### config.mk
export PLATFORM = sky130hd
export DESIGN_NAME = video_timing_gen_flat
export DESIGN_NICKNAME = d
export VERILOG_FILES = /design/src/rtl/video_pkg.sv /design/src/rtl/video_timing_gen_if.sv /design/src/rtl/video_pattern_gen.sv /design/src/rtl/video_timing_gen.sv /design/src/flat_wrapper.sv
export SDC_FILE = /design/constraint.sdc
export NUM_CORES = 1
export LEC_CHECK = 0
export CAP_MARGIN = 15
export CORE_MARGIN = 4
export CORE_UTILIZATION = 50
export DETAILED_ROUTE_END_ITERATION = 7
export HOLD_SLACK_MARGIN = 0.03
export MAX_ROUTING_LAYER = met4
export PLACE_DENSITY = 0.76
export SYNTH_ARGS = -nofsm -noshare
export SYNTH_HDL_FRONTEND = slang
export SYNTH_SLANG_ARGS = --single-unit
### constraint.sdc
create_clock -name clk_i -period 3.5 [get_ports clk_i]
set_input_delay 0.35 -clock clk_i [delete_from_list [all_inputs] [get_ports clk_i]]
set_output_delay 0.35 -clock clk_i [all_outputs]
set_load 0.005 [all_outputs]
### src/rtl/video_pkg.sv
// video_pkg: shared 1080p60 timing constants, pattern encoding and colour tables
// for the video test-pattern source.
package video_pkg;

    localparam int H_ACTIVE_1080P = 1920;
    localparam int H_FP_1080P     = 88;
    localparam int H_SYNC_1080P   = 44;
    localparam int H_BP_1080P     = 148;
    localparam int V_ACTIVE_1080P = 1080;
    localparam int V_FP_1080P     = 4;
    localparam int V_SYNC_1080P   = 5;
    localparam int V_BP_1080P     = 36;
    localparam int CELL_PITCH     = 24;

    // Counter widths cover the 1080p totals; the ramp pattern needs h bits [10:3].
    localparam int HW = 12;
    localparam int VW = 11;
    localparam int CW = 8;

    localparam int BAR_W    = 32;
    localparam int BAR_STEP = 8;

    typedef enum logic [1:0] {PAT_BARS, PAT_GRID, PAT_RAMP, PAT_SOLID} pattern_t;
    typedef enum logic {ST_IDLE, ST_RUN} state_t;

    localparam logic [23:0] WHITE        = 24'hFFFFFF;
    localparam logic [23:0] BG_DARK_BLUE = 24'h001020;

    // Index 0 is the leftmost bar.
    localparam logic [7:0][23:0] BAR_RGB = {
        24'h000000, 24'h0000FF, 24'hFF0000, 24'hFF00FF,
        24'h00FF00, 24'h00FFFF, 24'hFFFF00, 24'hFFFFFF
    };

    function automatic logic in_span(input int x, input int lo, input int len);
        return x >= lo && x < lo + len;
    endfunction

endpackage

### src/rtl/video_timing_gen_if.sv
// video_timing_gen_if: raster video stream from the timing generator to a video sink.
interface video_timing_gen_if;
    logic [23:0] vid_rgb;
    logic [1:0]  vh_blank;
    logic [2:0]  dvh_sync;
    logic        sof;
    logic [15:0] frame_cnt;

    modport master (output vid_rgb, vh_blank, dvh_sync, sof, frame_cnt);
    modport slave  (input  vid_rgb, vh_blank, dvh_sync, sof, frame_cnt);
endinterface

### src/rtl/video_pattern_gen.sv
// video_pattern_gen: combinational test-pattern colour for the current raster position.
// VIDEO_TPG_MOVING_BAR_EN adds a white moving vertical bar over patterns 0-2.
module video_pattern_gen
    import video_pkg::*;
#(
    parameter int H_ACTIVE = H_ACTIVE_1080P
) (
    input  logic [HW-1:0] h,
    input  logic [CW-1:0] cell_x,
    input  logic [CW-1:0] cell_y,
    input  pattern_t      pat,
    input  logic [23:0]   solid,
`ifdef VIDEO_TPG_MOVING_BAR_EN
    input  logic [HW-1:0] bar_x,
`endif
    output logic [23:0]   rgb
);

    logic [2:0]  bar_idx;
    logic [23:0] base;

    // Threshold compare chain instead of a divider for the bar index.
    always_comb begin
        bar_idx = '0;
        for (int i = 1; i < 8; i++)
            if (int'(h) >= i * (H_ACTIVE / 8)) bar_idx = 3'(i);
        base = pat == PAT_BARS ? BAR_RGB[bar_idx] :
               pat == PAT_GRID ? ((cell_x == '0 || cell_y == '0) ? WHITE : BG_DARK_BLUE) :
               pat == PAT_RAMP ? {3{h[10:3]}} : solid;
`ifdef VIDEO_TPG_MOVING_BAR_EN
        rgb = (pat != PAT_SOLID && in_span(int'(h), int'(bar_x), BAR_W)) ? WHITE : base;
`else
        rgb = base;
`endif
    end

endmodule

### src/rtl/video_timing_gen.sv
// video_timing_gen: 1080p60 raster timing and test-pattern source with frame-aligned start/stop.
// Define VIDEO_TPG_MOVING_BAR_EN to enable the moving white bar overlay.
module video_timing_gen
    import video_pkg::*;
#(
    parameter int   H_ACTIVE = H_ACTIVE_1080P,
    parameter int   H_FP     = H_FP_1080P,
    parameter int   H_SYNC   = H_SYNC_1080P,
    parameter int   H_BP     = H_BP_1080P,
    parameter int   V_ACTIVE = V_ACTIVE_1080P,
    parameter int   V_FP     = V_FP_1080P,
    parameter int   V_SYNC   = V_SYNC_1080P,
    parameter int   V_BP     = V_BP_1080P,
    parameter logic HS_POL   = 1'b1,
    parameter logic VS_POL   = 1'b1,
    parameter int   CELL     = CELL_PITCH
) (
    input  logic               clk_i,
    input  logic               rst_i,
    input  logic               cen_i,
    input  logic               en_i,
    input  logic [1:0]         pat_sel_i,
    input  logic [23:0]        solid_rgb_i,
    video_timing_gen_if.master vid
);

    localparam int H_TOTAL = H_ACTIVE + H_FP + H_SYNC + H_BP;
    localparam int V_TOTAL = V_ACTIVE + V_FP + V_SYNC + V_BP;

    state_t        state, nxt;
    logic [HW-1:0] h_cnt;
    logic [VW-1:0] v_cnt;
    logic [CW-1:0] cell_x, cell_y;
    pattern_t      pat_q, pat_cur;
    logic [23:0]   solid_q, solid_cur, pix;
    logic          run, adv, first, last_h, last_v, frame_end;
    logic          hb, vb, de, hs, vs;

    always_ff @(posedge clk_i or posedge rst_i)
        if (rst_i) state <= ST_IDLE;
        else if (cen_i) state <= nxt;

    // A stop request is only honoured on the last pixel, so frames always complete.
    always_comb
        nxt = state == ST_IDLE ? (en_i ? ST_RUN : ST_IDLE) :
              (last_h && last_v && !en_i) ? ST_IDLE : ST_RUN;

    always_comb begin
        run       = state == ST_RUN;
        adv       = cen_i && run;
        frame_end = adv && last_h && last_v;
    end

    always_comb begin
        last_h    = int'(h_cnt) == H_TOTAL - 1;
        last_v    = int'(v_cnt) == V_TOTAL - 1;
        first     = h_cnt == '0 && v_cnt == '0;
        hb        = int'(h_cnt) >= H_ACTIVE;
        vb        = int'(v_cnt) >= V_ACTIVE;
        de        = !hb && !vb;
        hs        = in_span(int'(h_cnt), H_ACTIVE + H_FP, H_SYNC);
        vs        = in_span(int'(v_cnt), V_ACTIVE + V_FP, V_SYNC);
        pat_cur   = first ? pattern_t'(pat_sel_i) : pat_q;
        solid_cur = first ? solid_rgb_i : solid_q;
    end

    // Cell counters run alongside h/v so the grid needs no modulo hardware.
    always_ff @(posedge clk_i or posedge rst_i)
        if (rst_i) begin
            h_cnt   <= '0;
            v_cnt   <= '0;
            cell_x  <= '0;
            cell_y  <= '0;
            pat_q   <= PAT_BARS;
            solid_q <= '0;
        end else if (adv) begin
            h_cnt  <= last_h ? '0 : h_cnt + HW'(1);
            cell_x <= (last_h || int'(cell_x) == CELL - 1) ? '0 : cell_x + CW'(1);
            if (last_h) begin
                v_cnt  <= last_v ? '0 : v_cnt + VW'(1);
                cell_y <= (last_v || int'(cell_y) == CELL - 1) ? '0 : cell_y + CW'(1);
            end
            if (first) begin
                pat_q   <= pat_cur;
                solid_q <= solid_cur;
            end
        end

`ifdef VIDEO_TPG_MOVING_BAR_EN
    logic [HW-1:0] bar_x;

    always_ff @(posedge clk_i or posedge rst_i)
        if (rst_i) bar_x <= '0;
        else if (frame_end) bar_x <= int'(bar_x) + BAR_STEP >= H_ACTIVE ? '0 : bar_x + HW'(BAR_STEP);
`endif

    video_pattern_gen #(.H_ACTIVE(H_ACTIVE)) u_pat (
        .h      (h_cnt),
        .cell_x (cell_x),
        .cell_y (cell_y),
        .pat    (pat_cur),
        .solid  (solid_cur),
`ifdef VIDEO_TPG_MOVING_BAR_EN
        .bar_x  (bar_x),
`endif
        .rgb    (pix)
    );

    // In IDLE the registers are reloaded with their reset values; frame_cnt is kept.
    always_ff @(posedge clk_i or posedge rst_i)
        if (rst_i) begin
            vid.vid_rgb   <= '0;
            vid.vh_blank  <= 2'b11;
            vid.dvh_sync  <= {1'b0, ~VS_POL, ~HS_POL};
            vid.sof       <= 1'b0;
            vid.frame_cnt <= '0;
        end else if (cen_i) begin
            vid.vid_rgb  <= (run && de) ? pix : '0;
            vid.vh_blank <= run ? {vb, hb} : 2'b11;
            vid.dvh_sync <= {run && de, (run && vs) ? VS_POL : ~VS_POL, (run && hs) ? HS_POL : ~HS_POL};
            vid.sof      <= run && first;
            if (frame_end) vid.frame_cnt <= vid.frame_cnt + 16'd1;
        end

endmodule

### src/flat_wrapper.sv
// flat-port wrapper written by rule: the top's interface ports become plain ports
module video_timing_gen_flat import video_pkg::*;
#(
    parameter int   H_ACTIVE = H_ACTIVE_1080P,
    parameter int   H_FP     = H_FP_1080P,
    parameter int   H_SYNC   = H_SYNC_1080P,
    parameter int   H_BP     = H_BP_1080P,
    parameter int   V_ACTIVE = V_ACTIVE_1080P,
    parameter int   V_FP     = V_FP_1080P,
    parameter int   V_SYNC   = V_SYNC_1080P,
    parameter int   V_BP     = V_BP_1080P,
    parameter logic HS_POL   = 1'b1,
    parameter logic VS_POL   = 1'b1,
    parameter int   CELL     = CELL_PITCH
)
  (clk_i, rst_i, cen_i, en_i, pat_sel_i, solid_rgb_i, vid_vid_rgb, vid_vh_blank, vid_dvh_sync, vid_sof, vid_frame_cnt);
  video_timing_gen_if vid_i ();
  input  logic clk_i;
  input  logic rst_i;
  input  logic cen_i;
  input  logic en_i;
  input  logic [1:0] pat_sel_i;
  input  logic [23:0] solid_rgb_i;
  output wire logic [$bits(vid_i.vid_rgb)-1:0] vid_vid_rgb;
  output wire logic [$bits(vid_i.vh_blank)-1:0] vid_vh_blank;
  output wire logic [$bits(vid_i.dvh_sync)-1:0] vid_dvh_sync;
  output wire logic [$bits(vid_i.sof)-1:0] vid_sof;
  output wire logic [$bits(vid_i.frame_cnt)-1:0] vid_frame_cnt;
  assign vid_vid_rgb = vid_i.vid_rgb;
  assign vid_vh_blank = vid_i.vh_blank;
  assign vid_dvh_sync = vid_i.dvh_sync;
  assign vid_sof = vid_i.sof;
  assign vid_frame_cnt = vid_i.frame_cnt;
  video_timing_gen #(.H_ACTIVE(H_ACTIVE), .H_FP(H_FP), .H_SYNC(H_SYNC), .H_BP(H_BP), .V_ACTIVE(V_ACTIVE), .V_FP(V_FP), .V_SYNC(V_SYNC), .V_BP(V_BP), .HS_POL(HS_POL), .VS_POL(VS_POL), .CELL(CELL)) u_core (.clk_i(clk_i), .rst_i(rst_i), .cen_i(cen_i), .en_i(en_i), .pat_sel_i(pat_sel_i), .solid_rgb_i(solid_rgb_i), .vid(vid_i));
endmodule
### Yosys cells after proc, flatten, opt, wreduce, memory -nomap -nowiden

Memories as Yosys holds them, arrays and structs flattened.
Cells that the tools add are included.

| word-level totals | value |
|---|---|
| latch bits | 0 |
| memory bits (read-only) | 192 |
| bits of input ports | 30 |
| output and inout bits | 46 |
| flip-flop bits (word level) | 112 |
| word-level logic and storage cells | 90 |
| RAM bits | 0 |
| memories kept | 1 |

Memories:

| memory | words | width | rd ports | clocked after memory_dff | write ports | line | source |
|---|---|---|---|---|---|---|---|
| (no name shown) | 8 | 24 | 1 | 0 | 0 | video_pattern_gen.sv:27 | `base = pat == PAT_BARS ? BAR_RGB[bar_idx] :` |

| cells by class | value |
|---|---|
| equality and inequality tests | 6 |
| order comparisons | 14 |
| divide/modulo/power cells | 0 |
| $mul | 0 |
| shift operators | 0 |
| reduce and logical (&&, ||, !) cells | 27 |
| bitwise operators | 0 |
| add/subtract/negate cells | 5 |
| muxes and demuxes | 25 |

Operators by type and width:

| kind | number |
|---|---|
| $mux 24 | 7 |
| $ge 12x11->1 const B | 5 |
| $ge 12x10->1 const B | 2 |
| $ge 11x11->1 const B | 2 |
| $mux 3 | 6 |
| $add 16x1->16 const B | 1 |
| $add 8x1->8 const B | 2 |
| $eq 8x6->1 const B | 2 |
| $logic_not 8->1 | 2 |
| $mux 8 | 2 |
| $logic_and 1x1->1 | 13 |
| $add 12x1->12 const B | 1 |
| $eq 12x12->1 const B | 1 |
| $ge 12x8->1 const B | 1 |
| $ge 12x9->1 const B | 1 |
| $logic_not 12->1 | 1 |
| $lt 12x12->1 const B | 1 |
| $mux 12 | 1 |
| $add 11x1->11 const B | 1 |
| $eq 11x11->1 const B | 1 |
| $logic_not 11->1 | 1 |
| $lt 11x11->1 const B | 1 |
| $mux 11 | 1 |
| $mux 1 | 6 |
| 8 further kinds | 15 |

### Logic depth before layout (Yosys ltp)

Gate-level depths: netlist of run 1.

| depth | value |
|---|---|
| depth after elaboration | 12 |
| depth in mapped cells | 10 |
| depth with buffers taken out | 8 |

### Hierarchy

Synthesis of run 1 repeated with hierarchy kept, for this count alone.

| unflattened totals | value |
|---|---|
| cell total of the unflattened synthesis | 604 |
| area, all modules | 6273.5 µm² |

Modules (own cells, without submodules):

| module | sequential area each (µm²) | instances | cells each | area each (µm²) |
|---|---|---|---|---|
| video_timing_gen | 2805.2 | 1 | 485 | 5451.5 |
| video_pattern_gen | 0.0 | 1 | 119 | 822.0 |

### Worst setup path before layout of run 1

No wires, ideal clock.

| timing path | value |
|---|---|
| path type | register to register |
| start point | register u_core.h_cnt[3] |
| end point | register u_core.vid.vid_rgb[23] |
| data arrival time | 2.497 ns |
| buffers on the path | 2 |
| period minus slack after synthesis | 2.588 ns |
| cell stages (with the launch flop) | 9 |
| slack | 0.912 ns |
| cell sequence | dfrtp_1 > buf_6 > or4_4 > nand4bb_4 > nor2_2 > mux2i_2 > clkbuf_1 > a22oi_1 > o221ai_1 |

| between the ends | value |
|---|---|
| longest elaborated chain between the ends | 12 |

Ends and longest elaborated chain:

| what | line | source |
|---|---|---|
| from (decl) | video_timing_gen.sv:31 | `logic [HW-1:0] h_cnt;` |
| from (signal assigned) | video_timing_gen.sv:77 | `h_cnt <= last_h ? '0 : h_cnt + HW'(1);` |
| $ge 12x8->1 | video_pattern_gen.sv:26 | `if (int'(h) >= i * (H_ACTIVE / 8)) bar_idx = 3'(i);` |
| $mux 1 | video_pattern_gen.sv:26 |  |
| $mux 3 (6 in a row) | video_pattern_gen.sv:26 |  |
| $mem_v2 8x24 | - |  |
| $mux 24 (not written as such) | video_pattern_gen.sv:27 |  |
| $mux 24 | video_pattern_gen.sv:27 |  |
| $mux 24 * | video_timing_gen.sv:118 | `vid.vid_rgb <= (run && de) ? pix : '0;` |
| to (signal assigned) | video_timing_gen.sv:118 |  |
| to (decl) | video_timing_gen_if.sv:9 | `modport master (output vid_rgb, vh_blank, dvh_sync, sof, frame_cnt);` |

Mark *: on every way between the ends. The rest lies on a longest branch, timed or not. The select of a mux whose other input is x is not followed.
A chain may end at the register's enable or synchronous reset.

### Worst setup path in the final report of run 1

| timing path | value |
|---|---|
| start point | register u_core.h_cnt[8] |
| end point | register u_core.vid.vid_rgb[2] |

The elaborated chain is that of the path after synthesis.

==> metrics, run 1 <==
status=completed; pre-CTS setup slack=0.671 ns; Max-Slew Margin vs Limit=0.270; initial antenna violation count=0; Die Ht=117 um; clk_lat worst skew=0.36 ns; Unique masters post-synth=62; Die W=117 um; Worst EP arrival=3.08 ns; hpwl dp=10600 um; Yosys reg bits=112; Pwr Density=421 mW/mm^2; average cell area after synthesis=8.59 sq um; 1st-iter DRT viols=649; most frequent CP cell=or4_4; worst-margin pin slew=1.09 ns; share of cells above drive strength 1=0.0741; Rows=39; number of fill cells=995; Vias=5193; CP Class=reg -> reg; number of global-route vias before repair=5019; Sink Count=112; final wirelength=15200 um; GRT Util Overall=0.243; CTS Buffer Depth=2; synthesized netlist net count=729; setup ws final=0.685 ns; io pins=76; first-pass GRT wire length=25300 um; RSZ-0062 raised after global routing=false; final worst path period share=0.804; placed instance area=0.00679 sq mm; Setup crit start kind=register; area share of the largest cell type after synthesis=0.464; CP peak stage delay=0.59 ns; Final setup viols=0; total clock buffers created by CTS=9; # diodes=0; Seq/Total Area, Yosys=0.473; area leader, netlist=dfrtp_1; Final TNS setup=0 ns; R2R Path Start=u_core.h_cnt[8]; R2R Setup Slk=0.68 ns; per-cell routed wire length=16.9 um; vias per cell=5.78; Pleak=3.16 nW; top cells by area, synth=dfrtp_1 (46%), nand2_1 (10%), nand3_1 (3.5%); Post-DRT Antenna Nets=0; CTS resizes=0; final hold violations=0; Crit-path slowest cell=or4_4; pins over their slew limit=0; CP Launch Point=u_core.h_cnt[8]; Mapped Cells=690; commonest non-fill, non-tap cell in the layout=nand2_1; Starting Density=0.515; Hold WC Path Type=in -> async; most frequent cells in the layout=nand2_1 (160), dfrtp_1 (110), clkdlybuf4s50_1 (75); asr flop ratio synth=1.00; hold_buf cts=0; ys flop type=dfrtp_1; H-tree depth=3; fmax=355 MHz; post-layout util=0.615; clock slew at reported path FFs=0.07 ns; residual DRC count=0; Core Footprint=0.0115 sq mm; minimum clock period=2.82 ns; Clock Root Buffer=clkbuf_16; Critical Path RT=3.76 ns; GRT Residual Overflow=0; crit path cell chain=or4_4 -> or2_0 -> or4_4 -> nand2_4 -> or2_2 -> a21oi_1 -> o311ai_1; synth warn=0; die area=0.0137 sq mm; Initial DRT Pass Iterations=5; CTS tree=built; I/O Buffers=75; Layout Cell Area excl Fill=0.00708 sq mm; Post-synth EDFFs=0; GP Congestion=0.868; max_cap viols=0; CP max FO=26; Layout area overhead=19.5%; Cell Area, Synth=0.00593 sq mm; # Post-CTS Setup Buffers=0; endpoint class of the critical path=register; final net count=791; Worst Skew=0.00999 ns; largest net degree at the start of global routing=66; peak supply drop=0.223 mV
==> kinds of logic after synthesis <==
logic type                 count (synthesis)  synth area share
and+or+nand+nor                          320             0.257
AOI/OAI and AO/OA                        136             0.144
DFF                                      112             0.473
buffers and inverters                     80            0.0562
xor gates and xnor gates                  29            0.0429
adders and majority gates                 10            0.0207
muxes                                      3           0.00591
==> flip-flops by register name, summed over array words and instances, names as in the netlist, 2 cells and up <==
register	flops
u_core.cell_x	8
u_core.vid.vid_rgb	24
u_core.v_cnt	11
u_core.pat_q	2
u_core.vid.dvh_sync	3
u_core.vid.frame_cnt	16
u_core.solid_q	24
u_core.cell_y	8
u_core.h_cnt	12
u_core.vid.vh_blank	2
==> synthesized netlist by cell type (all sizes together) (2+ instances only) <==
cell	instances
a21o	3
a21oi	37
a31oi	4
and2	4
and3	5
buf	13
clkbuf	23
dfrtp	110
dfstp	2
ha	9
inv	44
mux2i	2
nand2	162
nand2b	6
nand3	41
nand4	16
nor2	28
nor2b	6
nor3	16
nor3b	3
nor4	6
o211ai	2
o21a	3
o21ai	37
o221ai	2
o22a	3
o22ai	23
o311ai	3
o31ai	9
or2	15
or3	7
or4	3
xnor2	16
xor2	13
==> layout make-up <==
| type | instances | area (sq um) | area share |
|---|---|---|---|
| Clock inverter | 3 | 42.5 | 0.00601 |
| Timing Repair Buffer | 87 | 853 | 0.120 |
| Tap cell | 143 | 179 | 0.0253 |
| Sequential cell | 112 | 2810 | 0.396 |
| Inverter | 44 | 168 | 0.0237 |
| Clock buffer | 12 | 246 | 0.0348 |
| Multi-Input combinational cell | 498 | 2790 | 0.394 |
==> worst paths after layout <==
kind / end / cells past startpoint
max reg2reg: u_core.vid.vid_rgb[2] / 7
min in group clk_i: u_core.solid_q[18] / 2
min reg2reg: u_core.solid_q[18] / 2
max: u_core.vid.vid_rgb[2] / 7
min: u_core.solid_q[1] / 2
max in group asynchronous: u_core.vid.vh_blank[1] / 3
==> routing by layer <==
layer	wire, um	vias up	share of wire	track usage
met1	6720	2527	0.44	0.325
met5	0	-	0	-
li1	-	2474	-	-
met4	314	0	0.021	0.0757
met3	868	28	0.057	0.0576
met2	7260	164	0.48	0.370
==> power breakdown <==
| group | switching, mW | total, mW | internal [mW] |
|---|---|---|---|
| logic | 0.228 | 0.447 | 0.219 |
| registers | 0.125 | 1.50 | 1.38 |
| clock network | 0.460 | 1.03 | 0.570 |
==> through the flow <==
stage               power, mW  cells  hold WS [ns]
floorplan                1.80    690         0.439
CTS                      3.00    899         0.443
detailed placement       1.97    884         0.461
finish                   2.98    899         0.419
global route             3.14    899         0.493
global placement         1.95    884         0.451
==> worst max-delay path: cells and delay by family (launching register included) <==
| kind | cells | cell delay (ns) |
|---|---|---|
| and+or+nand+nor | 5 | 1.89 |
| DFF | 1 | 0.50 |
| AOI/OAI and AO/OA | 2 | 0.33 |
Note: power is estimated with default switching activity, not from simulation.
==> inputs of run 2 (changes only) <==
- CORE_UTILIZATION: 50 -> 56
- PLACE_DENSITY: 0.76 -> 0.81
- clock period: 3.5 -> 2.7 ns (I/O delays scaled with it)
==> run 2 against run 1 <==
Compared with the run above: utilization is 8.4 points higher; hold slack got worse by 0.12 ns; die area is 10% lower; total power increased by 25%; maximum frequency up 6.7%; flip-flop and latch count stayed put; non-clock buffer count rose by 22; critical path depth did not move; global-route usage rose by 1.8 points; clock power is 13% higher; sequential power rose by 26%; via count is 3.9% higher; critical path type unchanged; largest cell class unchanged; highest routed layer unchanged.
==> metrics, run 2 (synthesis results as in run 1) <==
top flop regs=u_core.solid_q x24, u_core.vid.vid_rgb x24, u_core.vid.frame_cnt x16; minimum clock period=2.64 ns; clk_lat worst skew=0.39 ns; peak supply drop=0.597 mV; GRT Util Overall=0.261; Die W=111 um; H-tree depth=3; Clock Root Buffer=clkbuf_8; Layout area overhead=21.7%; io pins=76; I/O Buffers=75; fmax=379 MHz; endpoint class of the critical path=register; CTS tree=built; # diodes=0; total clock buffers created by CTS=9; vias per cell=5.89; die area=0.0123 sq mm; number of fill cells=784; most frequent cells in the layout=nand2_1 (160), dfrtp_1 (110), clkdlybuf4s50_1 (75); max_cap viols=0; Hold WC Path Type=in -> async; RSZ-0062 raised after global routing=false; per-cell routed wire length=16.6 um; GP Congestion=0.872; Die Ht=111 um; Post-DRT Antenna Nets=0; post-layout util=0.699; 1st-iter DRT viols=428; Worst EP arrival=2.92 ns; final hold violations=0; residual DRC count=0; hold_buf cts=0; share of cells above drive strength 1=0.104; CTS Buffer Depth=2; Critical Path RT=2.99 ns; Pleak=3.25 nW; Initial DRT Pass Iterations=5; CP max FO=7; pins over their slew limit=0; commonest non-fill, non-tap cell in the layout=nand2_1; final wirelength=15200 um; first-pass GRT wire length=25700 um; Setup crit start kind=register; Vias=5393; Final TNS setup=0 ns; CP Class=reg -> reg; Max-Slew Margin vs Limit=0.565; hpwl dp=11000 um; Pwr Density=518 mW/mm^2; Core Footprint=0.0103 sq mm; number of global-route vias before repair=5187; worst-margin pin slew=0.651 ns; clock slew at reported path FFs=0.10 ns; final net count=813; Sink Count=112; Final setup viols=0; largest net degree at the start of global routing=37; GRT Residual Overflow=0; Worst Skew=0.0150 ns; initial antenna violation count=0; Starting Density=0.574; status=completed; Rows=37; final worst path period share=0.977
run 2: final timing paths:
path	start	to	slack, ns	cells past startpoint
setup / recovery	u_core.h_cnt[3]	u_core.vid.vid_rgb[2]	0.06	7
hold / removal	rst_i	u_core.vid.vid_rgb[9]	0.30	2
setup reg to reg	u_core.h_cnt[3]	u_core.vid.vid_rgb[2]	0.06	7
hold reg to reg	u_core.vid.frame_cnt[15]	u_core.vid.frame_cnt[15]	0.47	1
max in group asynchronous	rst_i	u_core.vid.vh_blank[0]	1.74	3
min in group clk_i	solid_rgb_i[13]	u_core.solid_q[13]	0.44	3
run 2: final cells by class:
type                       count  area, sq um  share of cell area
multi-input combinational    498         2800               0.389
clock buffer                  14          173              0.0239
clock inverter                 2         60.1             0.00833
tap                          136          170              0.0236
sequential                   112         2810               0.389
timing repair buffer         109         1030               0.143
inverter                      44          169              0.0234
run 2: report_power, final:
group | switching, mW | leakage [nW] | internal, mW
Clock | 0.555 | 0.117 | 0.600
Combinational | 0.363 | 1.70 | 0.328
Sequential | 0.105 | 1.43 | 1.79
run 2: timing repair:
action,4_1_cts,5_1_grt
resized for setup,0,3
setup buffers,0,0
endpoints found under the setup margin,0,9
hold endpoints to repair,0,0
run 2: metrics by stage:
step	instance area [sq um]	power, mW	worst slack [ns]	hold WS (ns)	instances
6_report	7210	3.74	0.0615	0.303	915
5_1_grt	7210	3.93	0.0146	0.336	915
4_1_cts	7200	3.75	0.0842	0.312	915
3_5_place_dp	6960	2.61	0.102	0.456	899
3_3_place_gp	6960	2.58	0.109	0.451	899
2_1_floorplan	5930	2.33	0.112	0.382	690
run 2: critical path, cell delays in order, from the launching register on:
cell	delay [ns]
dfrtp_1	0.39
or4_4	0.56
nand4bb_4	0.28
o21ai_2	0.18
o31ai_4	0.12
o22ai_1	0.39
nand2_2	0.24
o311ai_1	0.38
run 2: metal layers:
| metal | part of all wire | track usage | routed length (um) |
|---|---|---|---|
| met1 | 0.44 | 0.339 | 6650 |
| met2 | 0.48 | 0.408 | 7270 |
| met3 | 0.060 | 0.0628 | 906 |
| met4 | 0.023 | 0.0837 | 342 |
| met5 | 0 | - | 0 |
==> inputs of run 3 (changes only) <==
- HOLD_SLACK_MARGIN: 0.03 -> default
==> results of run 3 <==
Final layout, timing and power as in run 2 (identical DEF).
